$ cat config.mk
export PLATFORM = sky130hd
export DESIGN_NAME = tri_bus_arbiter
export DESIGN_NICKNAME = d
export VERILOG_FILES = /design/src/rtl/tri_bus_arbiter.sv
export SDC_FILE = /design/constraint.sdc
export NUM_CORES = 1
export LEC_CHECK = 0
export BUFFER_PORTS_ARGS = -buffer_cell sky130_fd_sc_hd__buf_2
export CORE_AREA = 4 4 52 54
export CTS_BUF_LIST = sky130_fd_sc_hd__clkbuf_4
export CTS_CLUSTER_DIAMETER = 200
export DETAILED_ROUTE_END_ITERATION = 12
export DIE_AREA = 0 0 56 58
export PLACE_DENSITY = 0.79
export SETUP_SLACK_MARGIN = 0.1
export SYNTH_ARGS = -nofsm -noshare
export SYNTH_HDL_FRONTEND = slang
export SYNTH_SLANG_ARGS = --single-unit
$ cat constraint.sdc
create_clock -name clock -period 3.7 [get_ports clock]
set_input_delay 0.185 -clock clock [delete_from_list [all_inputs] [get_ports clock]]
set_output_delay 0.185 -clock clock [all_outputs]
set_load 0.01 [all_outputs]
$ cat src/rtl/tri_bus_arbiter.sv
// tri_bus_arbiter: round-robin enable generator for bufif0 drivers sharing one line
module tri_bus_arbiter #(
   parameter int NUM_DRV  = 4,
   parameter int HOLD_MAX = 8,
   parameter int TURN     = 1,
   localparam int ID_W    = $clog2(NUM_DRV)
) (
   input  logic               clock,
   input  logic               reset,
   input  logic [NUM_DRV-1:0] req,
   input  logic [NUM_DRV-1:0] done,
   output logic [NUM_DRV-1:0] load_n,
   output logic [ID_W-1:0]    grant_id,
   output logic               busy,
   output logic               timeout
);
   typedef enum logic [1:0] {S_IDLE, S_GRANT, S_TURN} state_t;
   state_t          state;
   logic [7:0]      hold_cnt;
   logic [2:0]      turn_cnt;
   logic [ID_W-1:0] ptr;
   logic [ID_W-1:0] sel;
   logic            any;
   logic            hold_hit;
   logic            release_g;
   assign hold_hit  = hold_cnt == 8'(HOLD_MAX);
   assign release_g = done[grant_id] | ~req[grant_id] | hold_hit;
   // first requester at or above the pointer, wrapping; descending scan so the nearest wins
   always_comb begin
      sel = ptr;
      any = 1'b0;
      for (int k = NUM_DRV - 1; k >= 0; k--)
         if (req[(int'(ptr) + k) % NUM_DRV]) begin
            sel = ID_W'((int'(ptr) + k) % NUM_DRV);
            any = 1'b1;
         end
   end
   // grant / release / turnaround sequencing with every output registered
   always_ff @(posedge clock or negedge reset) begin
      if (!reset) begin
         state    <= S_IDLE;
         load_n   <= '1;
         grant_id <= '0;
         busy     <= 1'b0;
         timeout  <= 1'b0;
         hold_cnt <= '0;
         turn_cnt <= '0;
         ptr      <= '0;
      end else begin
         timeout <= 1'b0;
         case (state)
            S_IDLE:
               if (any) begin
                  state    <= S_GRANT;
                  load_n   <= ~(NUM_DRV'(1) << sel);
                  grant_id <= sel;
                  busy     <= 1'b1;
                  hold_cnt <= 8'd1;
               end
            S_GRANT:
               if (release_g) begin
                  state    <= S_TURN;
                  load_n   <= '1;
                  turn_cnt <= 3'd1;
                  ptr      <= (grant_id == ID_W'(NUM_DRV - 1)) ? '0 : grant_id + 1'b1;
                  timeout  <= hold_hit;
               end else
                  hold_cnt <= hold_cnt + 8'd1;
            S_TURN:
               if (turn_cnt == 3'(TURN)) begin
                  state <= S_IDLE;
                  busy  <= 1'b0;
               end else
                  turn_cnt <= turn_cnt + 3'd1;
            default: state <= S_IDLE;
         endcase
      end
   end
endmodule

==> results of run 1 <==
[cells by family after synthesis]
logic type	Yosys count	synth area share
simple gates	51	0.2214
compound gates	30	0.1655
flops	23	0.4545
buf+inv	10	0.03624
mux	6	0.05974
fa+ha+maj	5	0.04897
xor+xnor	2	0.01371
[state kept, by name, indices dropped and copies added (netlist names)]
name / count
ptr: 2
load_n: 4
state: 2
turn_cnt: 3
busy: 1
timeout: 1
hold_cnt: 8
grant_id: 2
[routing by layer]
| layer | up-vias | part of all wire |
|---|---|---|
| met5 | - | 0 |
| met4 | 0 | 0.0054 |
| met1 | 511 | 0.48 |
| met2 | 12 | 0.49 |
| li1 | 501 | - |
| met3 | 2 | 0.032 |
[cell type report]
cell class	instances	area (µm²)	share of cell area
inverter	7	26.28	0.01853
clock buffer	4	30.03	0.02118
tap	28	35.03	0.02471
timing repair buffer	18	95.09	0.06708
sequential	23	580.6	0.4095
multi-input combinational	94	650.6	0.4590
[final timing paths]
| kind | from | endpoint | slack, ns | cells after the start |
|---|---|---|---|---|
| max | state[1] | hold_cnt[7] | 1.77 | 4 |
| min | reset | hold_cnt[7] | 0.36 | 2 |
| max reg2reg | state[1] | hold_cnt[7] | 1.77 | 4 |
| min reg2reg | load_n[3] | load_n[3] | 0.53 | 2 |
| max in group asynchronous | reset | load_n[1] | 2.98 | 2 |
| min in group clock | req[1] | busy | 0.37 | 4 |
[stage by stage]
stage          cells  area, µm²  worst slack [ns]  total power (W)
2_1_floorplan    127       1277             1.903        0.0006259
3_3_place_gp     169       1378             1.882        0.0006996
3_5_place_dp     169       1378             1.793        0.0007131
4_1_cts          174       1418             1.766        0.0008373
5_1_grt          174       1418             1.577        0.0009007
6_report         174       1418             1.769        0.0008319
[cell usage in the layout, fill, tap and decap left out, types with 5 or more instances in the layout]
master    instances
nor2_1            9
ha_1              5
o21ai_0           5
nand2b_1          7
dfrtp_1          19
buf_2            17
nand2_1           9
a21oi_1           8
inv_1             7
[power by group]
group          total [W]  switching, W  internal, W
clock network   0.000123     0.0000733    0.0000494
registers       0.000377     0.0000572     0.000320
logic           0.000332      0.000199     0.000133
total           0.000832      0.000329     0.000503
==> summary.txt, run 1 <==
STA
  • TNS Setup: 0 ns
  • Fin crit period: 1.931 ns
  • Worst hold margin: 0.3578 ns
  • Final setup vio count: 0
  • Period utilization: 0.5220
  • Max Clock Skew: approximately 0.0032 ns
  • Fmax: approximately 520 MHz
  • Worst slew margin: 0.6645
  • Final hold vios: 0
  • RSZ-0062 raised after global routing: no
  • Max-slew violations: 0
  • Tightest Pin Transition: about 0.50 ns

Yosys
  • Synth top cells by count: 19 x dfrtp_1, 9 x nand2_1, 9 x nor2_1
  • Post-synth EDFFs: 0
  • Seq/Total Area, Yosys: 0.4545
  • Most common cell in the netlist: dfrtp_1
  • Top FF cell, synth: dfrtp_1
  • Syn Nets: 142
  • Post-synth top area share: 0.3722
  • Area leader, netlist: dfrtp_1
  • Average size of a mapped cell: 10.06 µm²
  • Cells after Synth: 127
  • Cell area after synthesis: 1277 µm²
  • Distinct cells, synth: about 40
  • Warnings, synthesis: 0
  • Synthesis-stage register bit count: 23
  • Post-synth ARST share: 1.000
  • Area contributors post-synth: dfrtp_1 37%, dfstp_2 8.2%, ha_1 4.9%

Clock tree
  • Clock-pin slew on the worst setup and hold paths: 0.12 ns
  • Clock latency at the later pin of the worst-skew pair: 0.31 ns
  • CTS sink count: 23
  • CTS Buffer Depth: 2
  • Number of buffers created by CTS: 3
  • CTS Hold Bufs: 1
  • Post-CTS Setup Inserts: 0
  • PostCTS Resize Cnt: 0
  • H-Tree Depth: 1
  • CTS tree: yes
  • Root Driver: clkbuf_4

Worst setup path
  • Arrival time at the worst endpoint: 2.17 ns
  • Critical path class: reg -> reg
  • CP Launch Type: register
  • Worst path max stage delay: 0.53 ns
  • CP Max Fanout: 6
  • Critical-path cell list: nor2b_1, nand4_1, or4_1, a21oi_1
  • Critical path's slowest cell: or4_1
  • Cell family with most CP delay: simple AND/OR/NAND/NOR gates
  • WP buf/inv: 0
  • Crit end category: register
  • Worst Path Required: roughly 3.9 ns

Pwr
  • PwrDens: approximately 590 nW/µm²
  • Pleak: 0.6409 nW
  • VDD IR max: between 0.3 and 0.4 mV

Floorplan
  • Ports: 18
  • Row cnt: 17
  • Die Height: 58 µm
  • Die area: 3248 µm²
  • Core area: 2212 µm²
  • Die width: 56 µm
  • Initial Util: 0.5775

Drt
  • Final WL: 2418 µm
  • Vias/cell: 5.897
  • Wire length per cell: ~14 µm
  • Final ANT Viol Nets: 0
  • Post-route DRC: 0
  • Initial DRC Count: 19
  • Drt pass-1 iters: 4
  • Via count: 1,026

Layout
  • Inserted Diodes: 0
  • Fin nets: 162
  • # fillers: 199
  • Share of cells above drive strength 1: 0.2055
  • Layout Utilization: 0.6408
  • Area delta synth->final: 10.97%

Global route
  • M3 GR Usage: 0.04009
  • GR Util met1: 0.2065
  • First-pass GRT wire length: 4222 µm
  • Top Usage Layer GRT: met2
  • Overflow after GRT: 0
  • Initial antenna violation count: 0
  • Met2 Use GR: 0.2805
  • Largest net degree at the start of global routing: 24
  • Global Route Usage Sum: 0.1601
  • Vias in the first global route: 973

Hold path
  • Worst Hold Class: in -> async

Place
  • Hpwl dp: 1874 µm
  • Port-buffer cells: 17
  • GP Congestion: 0.7546

Flow run
  • Max cap viols: 0

Status
  • Status: finished clean
Note: power is estimated with default switching activity, not from simulation.
==> run 2, diff against run 1 <==
==> constraint.sdc (replaced) <==
create_clock -name clock -period 1.83 [get_ports clock]
set_input_delay 0.0915 -clock clock [delete_from_list [all_inputs] [get_ports clock]]
set_output_delay 0.0915 -clock clock [all_outputs]
set_load 0.01 [all_outputs]
==> run 2 against run 1 <==
Against the previous run: utilization rose by 7.7 points; count of clock-buffer cells in the layout fell by 1; die area did not move; critical path type unchanged; largest cell class unchanged.
==> summary.txt, run 2 (synthesis results as in run 1) <==
Status
  • Status: finished clean

STA
  • Max-slew violations: 0 (unchanged)
  • Worst slew margin: 0.5987 (-0.06584)
  • Fin crit period: 1.711 ns (-0.2204 ns)
  • PnR worst setup slack: 0.1192 ns (-1.650 ns)
  • Final setup vio count: 0 (unchanged)
  • Fmax: 584.5 MHz (+13%)
  • Tightest Pin Transition: 0.6020 ns (+0.09980 ns)
  • RSZ-0062 raised after global routing: yes
  • Final hold vios: 0 (unchanged)
  • Period utilization: 0.9349 (+0.4129)
  • Max Clock Skew: 0.007785 ns (+0.004626 ns)
  • TNS Setup: 0 ns (unchanged)

Place
  • GP Congestion: 0.8384 (+11%)
  • Post-Place Worst Slack: 0.04213 ns (-1.751 ns)
  • Port-buffer cells: 17 (unchanged)
  • Hpwl dp: 1999 µm (+6.7%)

Pwr
  • Pint: 0.001142 W (+130%)
  • Seq pwr share: 0.412 (-0.041)
  • Switching Fraction: 0.3943 (-0.001685)
  • Sw power: 0.0007431 W (+130%)
  • Clock power frac: 0.126 (-0.021)
  • PwrDens: 1187 nW/µm² (+100%)
  • VDD IR max: 0.8777 mV (+130%)
  • Pleak: 0.7094 nW (+11%)
  • Logic gate share of total power: 0.462 (+0.063)

Clock tree
  • H-Tree Depth: 1 (unchanged)
  • CTS Buffer Depth: 2 (unchanged)
  • CTS sink count: 23 (unchanged)
  • Clock latency at the later pin of the worst-skew pair: 0.31 ns (about the same)
  • Root Driver: clkbuf_4
  • Clock-pin slew on the worst setup and hold paths: 0.13 ns (about the same)
  • Number of buffers created by CTS: 3 (unchanged)
  • CTS tree: yes

Worst setup path
  • R2R cell count: 4 (unchanged)
  • Cell family with most CP delay: multiplexers
  • Critical path class: reg -> reg
  • Crit end category: register
  • Reg-to-Reg End: hold_cnt[5]
  • CP Max Fanout: 5 (-1)
  • Reg2Reg Setup Slack: 0.12 ns (-1.65 ns)
  • Worst Path Required: 2.02 ns (-1.92 ns)
  • R2r startpoint: grant_id[1]
  • WP buf/inv: 1 (+1)
  • Worst path max stage delay: 0.60 ns (+0.07 ns)
  • Critical path's slowest cell: mux4_2
  • CP Launch Type: register
  • Critical-path cell list: mux4_2, buf_6, o31ai_1, a21oi_2
  • Arrival time at the worst endpoint: 1.90 ns (-0.27 ns)

Layout
  • Max reg flops: 8 (unchanged)
  • Multi-input gate area: 726.9 µm² (+12%)
  • Share of cells above drive strength 1: 0.3522 (+0.1467)
  • Top reg by flops: hold_cnt
  • Largest registers: hold_cnt x8, load_n x4, turn_cnt x3
  • # fillers: 162 (-19%)
  • Inserted Diodes: 0 (unchanged)
  • Most frequent cells in the layout: 17 x dfrtp_1, 17 x buf_2, 11 x buf_4, 9 x nor2_1, 9 x nand2_1
  • Fin nets: 175 (+8.0%)
  • Register Area: 583.1 µm² (+0.43%)
  • Area delta synth->final: 24.29%

Hold path
  • Hold Crit Endpoint: busy
  • Hold Path Depth: 4
  • Hold Startpoint: req[1]
  • Worst Hold Class: in -> reg

Global route
  • Global Route Usage Sum: 0.1868 (+0.02670)
  • Largest net degree at the start of global routing: 24 (unchanged)
  • Vias in the first global route: 1,114 (+14%)
  • First-pass GRT wire length: 4878 µm (+16%)
  • Overflow after GRT: 0 (unchanged)
  • Initial antenna violation count: 0 (unchanged)

Drt
  • Drt pass-1 iters: 4 (unchanged)
  • Final ANT Viol Nets: 0 (unchanged)
  • Via count: 1,115 (+8.7%)
  • Final WL: 2914 µm (+21%)
  • Wire length per cell: 15.58 µm (+12%)
  • Vias/cell: 5.963 (+1.1%)
  • Post-route DRC: 0 (unchanged)
  • Initial DRC Count: 24 (+5)

Floorplan
  • Die width: 56 µm (unchanged)
  • Die area: 3248 µm² (unchanged)
  • Row cnt: 17 (unchanged)
  • Initial Util: 0.5775 (unchanged)
  • Die Height: 58 µm (unchanged)
  • Ports: 18 (unchanged)
  • Core area: 2212 µm² (unchanged)

Flow run
  • Max cap viols: 0 (unchanged)
-- run 2: cell types whose count changed in the layout (fill, tap and decap cells not counted), moves of 2 or more --
cell	change
a21oi_2	+3
a21oi_1	-3
dfrtp_1	-2
or4_4	+2
buf_4	+11
or4_1	-2
dfrtp_2	+2
-- run 2: worst max-delay path by stage --
stage,from,end,cells after the start
floorplan,grant_id[1],ptr[0],4
global placement,grant_id[1],hold_cnt[5],3
detailed placement,grant_id[1],hold_cnt[7],3
CTS,grant_id[1],hold_cnt[7],4
global route,state[1],hold_cnt[3],5
finish,grant_id[1],hold_cnt[5],4
-- run 2: area by class of cell --
| cell class | instances | area share |
|---|---|---|
| Timing Repair Buffer | 30 | 0.1190 |
| Clock buffer | 3 | 0.01418 |
| Clock inverter | 1 | 0.003152 |
| Sequential cell | 23 | 0.3672 |
| Inverter | 7 | 0.01655 |
| Tap cell | 28 | 0.02206 |
| Multi-Input combinational cell | 95 | 0.4578 |
-- run 2: tightest hold or removal path, stage by stage --
cell,delay [ns]
buf_2,0.12
or4_2,0.14
a21oi_1,0.06
a21oi_1,0.11
-- run 2: power groups by stage --
stage	clock, W	sequential (W)	combinational [W]
floorplan	0	0.000778	0.000487
global placement	0	0.000748	0.000734
detailed placement	0	0.000759	0.000758
CTS	0.000243	0.000761	0.000837
global route	0.000274	0.000801	0.000963
finish	0.000238	0.000777	0.000870
-- run 2: timing repair --
item                                   CTS  global route
pin swaps                                6             6
buffers inserted                         3             2
setup endpoints to repair                7            15
gates resized for setup                  7            11
endpoints found under the hold margin   19             0
hold buffers                             1             0
gates cloned                             1             0
-- run 2: per-stage QoR --
stage	util	total power, W	cell area (µm²)	cells	hold WS, ns
3_5_place_dp	0.6465	0.001517	1430	176	0.08622
5_1_grt	0.7178	0.002038	1588	187	0.2334
6_report	0.7178	0.001885	1588	187	0.2518
4_1_cts	0.6968	0.001840	1541	185	0.2429
3_3_place_gp	0.6465	0.001483	1430	176	0.08318
2_1_floorplan	-	0.001265	1277	127	-0.2041
-- run 2: metal layers --
| metal | share of wire | vias to the layer above | track usage |
|---|---|---|---|
| met5 | 0 | - | 0 |
| li1 | - | 535 | - |
| met3 | 0.037 | 10 | 0.05345 |
| met4 | 0.020 | 0 | 0.07119 |
| met1 | 0.44 | 546 | 0.2285 |
| met2 | 0.50 | 24 | 0.3139 |
==> run 3, diff against run 2 <==
--- a/config.mk
+++ b/config.mk
@@ -11,7 +11,7 @@
 export CTS_CLUSTER_DIAMETER = 200
 export DETAILED_ROUTE_END_ITERATION = 12
 export DIE_AREA = 0 0 56 58
-export PLACE_DENSITY = 0.79
+export PLACE_DENSITY_LB_ADDON = 0.2
 export SETUP_SLACK_MARGIN = 0.1
 export SYNTH_ARGS = -nofsm -noshare
 export SYNTH_HDL_FRONTEND = slang
==> run 3 against run 2 <==
Against the previous run: first-iteration DRC count down 33%; via count down 4.4%; register-to-register slack worse by 0.05 ns; count of clock-buffer cells in the layout unchanged; total power up 1.1%; die area unchanged; critical path type unchanged; critical path depth unchanged; sequential power down 3.0%; utilization down 2.5 points; non-clock buffer count down 2; clock skew up 0.0067 ns.
==> summary.txt, run 3 (synthesis results as in run 1) <==
Status
  • Status: finished clean

STA
  • PnR worst setup slack: 0.06879 ns (-0.05044 ns)
  • Max-slew violations: 0 (unchanged)
  • Max Clock Skew: 0.01451 ns (+0.006725 ns)
  • Fin crit period: 1.761 ns (+0.05044 ns)
  • TNS Setup: 0 ns (unchanged)
  • Final hold vios: 0 (unchanged)
  • Period utilization: 0.9624 (+0.02756)
  • Worst slew margin: 0.6259 (+0.02720)
  • Fmax: 567.8 MHz (-2.9%)
  • Final setup vio count: 0 (unchanged)
  • Tightest Pin Transition: 0.5612 ns (-0.04081 ns)
  • RSZ-0062 raised after global routing: yes

Floorplan
  • Die area: 3248 µm² (unchanged)
  • Ports: 18 (unchanged)
  • Row cnt: 17 (unchanged)
  • Die width: 56 µm (unchanged)
  • Core area: 2212 µm² (unchanged)
  • Die Height: 58 µm (unchanged)
  • Initial Util: 0.5775 (unchanged)

Global route
  • Top Usage Layer GRT: met2
  • GR Util met1: 0.2197 (-0.008773)
  • Initial antenna violation count: 0 (unchanged)
  • Met2 Use GR: 0.3439 (+0.03005)
  • Global Route Usage Sum: 0.1853 (-0.001506)
  • Overflow after GRT: 0 (unchanged)
  • Vias in the first global route: 1,083 (-2.8%)
  • First-pass GRT wire length: 4830 µm (-0.98%)
  • Largest net degree at the start of global routing: 24 (unchanged)
  • M3 GR Usage: 0.03118 (-0.02227)

Place
  • Post-Place Worst Slack: 0.03139 ns (-0.01073 ns)
  • Hpwl dp: 2056 µm (+2.8%)
  • Area post-placement: 1438 µm² (+0.53%)
  • DP Cell Count: 177 (+0.57%)
  • Port-buffer cells: 17 (unchanged)
  • GP Congestion: 0.7641 (-8.9%)

Pwr
  • Seq pwr share: 0.396 (-0.016)
  • Sw power: 0.0007421 W (-0.14%)
  • Pleak: 0.7105 nW (+0.15%)
  • Pint: 0.001163 W (+1.9%)
  • Clock power frac: 0.130 (+0.004)
  • Switching Fraction: 0.3895 (-0.004775)
  • VDD IR max: 0.8037 mV (-8.4%)
  • PwrDens: 1244 nW/µm² (+4.8%)
  • Logic gate share of total power: 0.474 (+0.012)

Clock tree
  • H-Tree Depth: 1 (unchanged)
  • CTS Buffer Depth: 2 (unchanged)
  • Root Driver: clkbuf_4
  • CTS sink count: 23 (unchanged)
  • Clock-pin slew on the worst setup and hold paths: 0.15 ns (+0.02 ns)
  • Clock latency at the later pin of the worst-skew pair: 0.32 ns (about the same)
  • CTS tree: yes
  • Number of buffers created by CTS: 3 (unchanged)

Worst setup path
  • Arrival time at the worst endpoint: 1.97 ns (+0.07 ns)
  • CP Launch Type: register
  • Worst Path Required: 2.04 ns (+0.02 ns)
  • Crit end category: register
  • Critical path class: reg -> reg
  • Reg2Reg Setup Slack: 0.07 ns (-0.05 ns)
  • CP Max Fanout: 7 (+2)

Layout
  • Area delta synth->final: 19.88%
  • Register Area: 580.6 µm² (-0.43%)
  • Final std cells w/o fill: 184 (-1.6%)
  • Max reg flops: 8 (unchanged)
  • Largest registers: hold_cnt x8, load_n x4, turn_cnt x3
  • Most common cell after layout, fill and taps aside: dfrtp_1
  • Multi-input gate area: 675.6 µm² (-7.1%)
  • # fillers: 186 (+15%)
  • Layout Utilization: 0.6923 (-0.02545)
  • Most frequent cells in the layout: 19 x dfrtp_1, 17 x buf_2, 9 x nor2_1, 9 x nand2_1
  • Top reg by flops: hold_cnt
  • Fin nets: 172 (-1.7%)
  • Inserted Diodes: 0 (unchanged)
  • Final Cell Area: 1531 µm² (-3.5%)
  • Share of cells above drive strength 1: 0.2949 (-0.05733)

Drt
  • Final ANT Viol Nets: 0 (unchanged)
  • Vias/cell: 5.793 (-2.8%)
  • Drt pass-1 iters: 4 (unchanged)
  • Via count: 1,066 (-4.4%)
  • Final WL: 2822 µm (-3.2%)
  • Initial DRC Count: 16 (-33%)
  • Post-route DRC: 0 (unchanged)
  • Wire length per cell: 15.34 µm (-1.6%)

Hold path
  • Worst Hold Class: in -> reg

Flow run
  • Max cap viols: 0 (unchanged)
==> run 3: cell types whose count changed in the layout (fill, tap and decap cells not counted), sizes merged <==
cell / delta
buf: -2
mux4: -1
==> run 3: final timing paths <==
kind | startpoint | end | cells after the start
min in group asynchronous | reset | hold_cnt[0] | 2
hold reg to reg | load_n[3] | load_n[3] | 2
hold / removal | req[1] | busy | 4
setup / recovery | grant_id[1] | ptr[0] | 4
max in group asynchronous | reset | load_n[0] | 2
setup reg to reg | grant_id[1] | ptr[0] | 4
==> run 3: final cells by class <==
cell class              instances  area share
multi-input cells              94      0.4412
repair buffers                 28      0.1217
clock inverters                 1    0.003268
well taps                      28     0.02288
clock buffers                   3     0.01471
flip-flops and latches         23      0.3791
inverters                       7     0.01716
==> run 3: worst max-delay path: stages (launching register included) <==
cell     delay, ns
dfrtp_1       0.39
mux4_2        0.60
buf_12        0.17
o21ai_4       0.18
mux2_4        0.32
==> run 3: power groups by stage <==
stage          logic [W]  clock network (W)  registers, W
2_1_floorplan   0.000487                  0      0.000778
3_3_place_gp    0.000750                  0      0.000749
3_5_place_dp    0.000779                  0      0.000758
4_1_cts         0.000886           0.000249      0.000750
5_1_grt         0.000992           0.000275      0.000774
6_report        0.000903           0.000248      0.000754
==> run 3: layer usage <==
layer | routed length (µm) | up-vias
met5 | 0 | -
met4 | 14 | 0
met3 | 68 | 2
met2 | 1517 | 19
met1 | 1222 | 523
li1 | - | 522
==> run 3: timing repair <==
action                                  4_1_cts  5_1_grt
endpoints found under the setup margin        8       15
gates resized for setup                       5        3
pin swaps                                     2        1
endpoints found under the hold margin        19        0
hold buffers                                  1        0
setup buffers                                 2        0
==> run 3: stage by stage <==
step / hold WS, ns / power (W)
2_1_floorplan: -0.2041 / 0.001265
3_3_place_gp: 0.08939 / 0.001499
3_5_place_dp: 0.1021 / 0.001537
4_1_cts: 0.2442 / 0.001885
5_1_grt: 0.2478 / 0.002041
6_report: 0.2351 / 0.001905
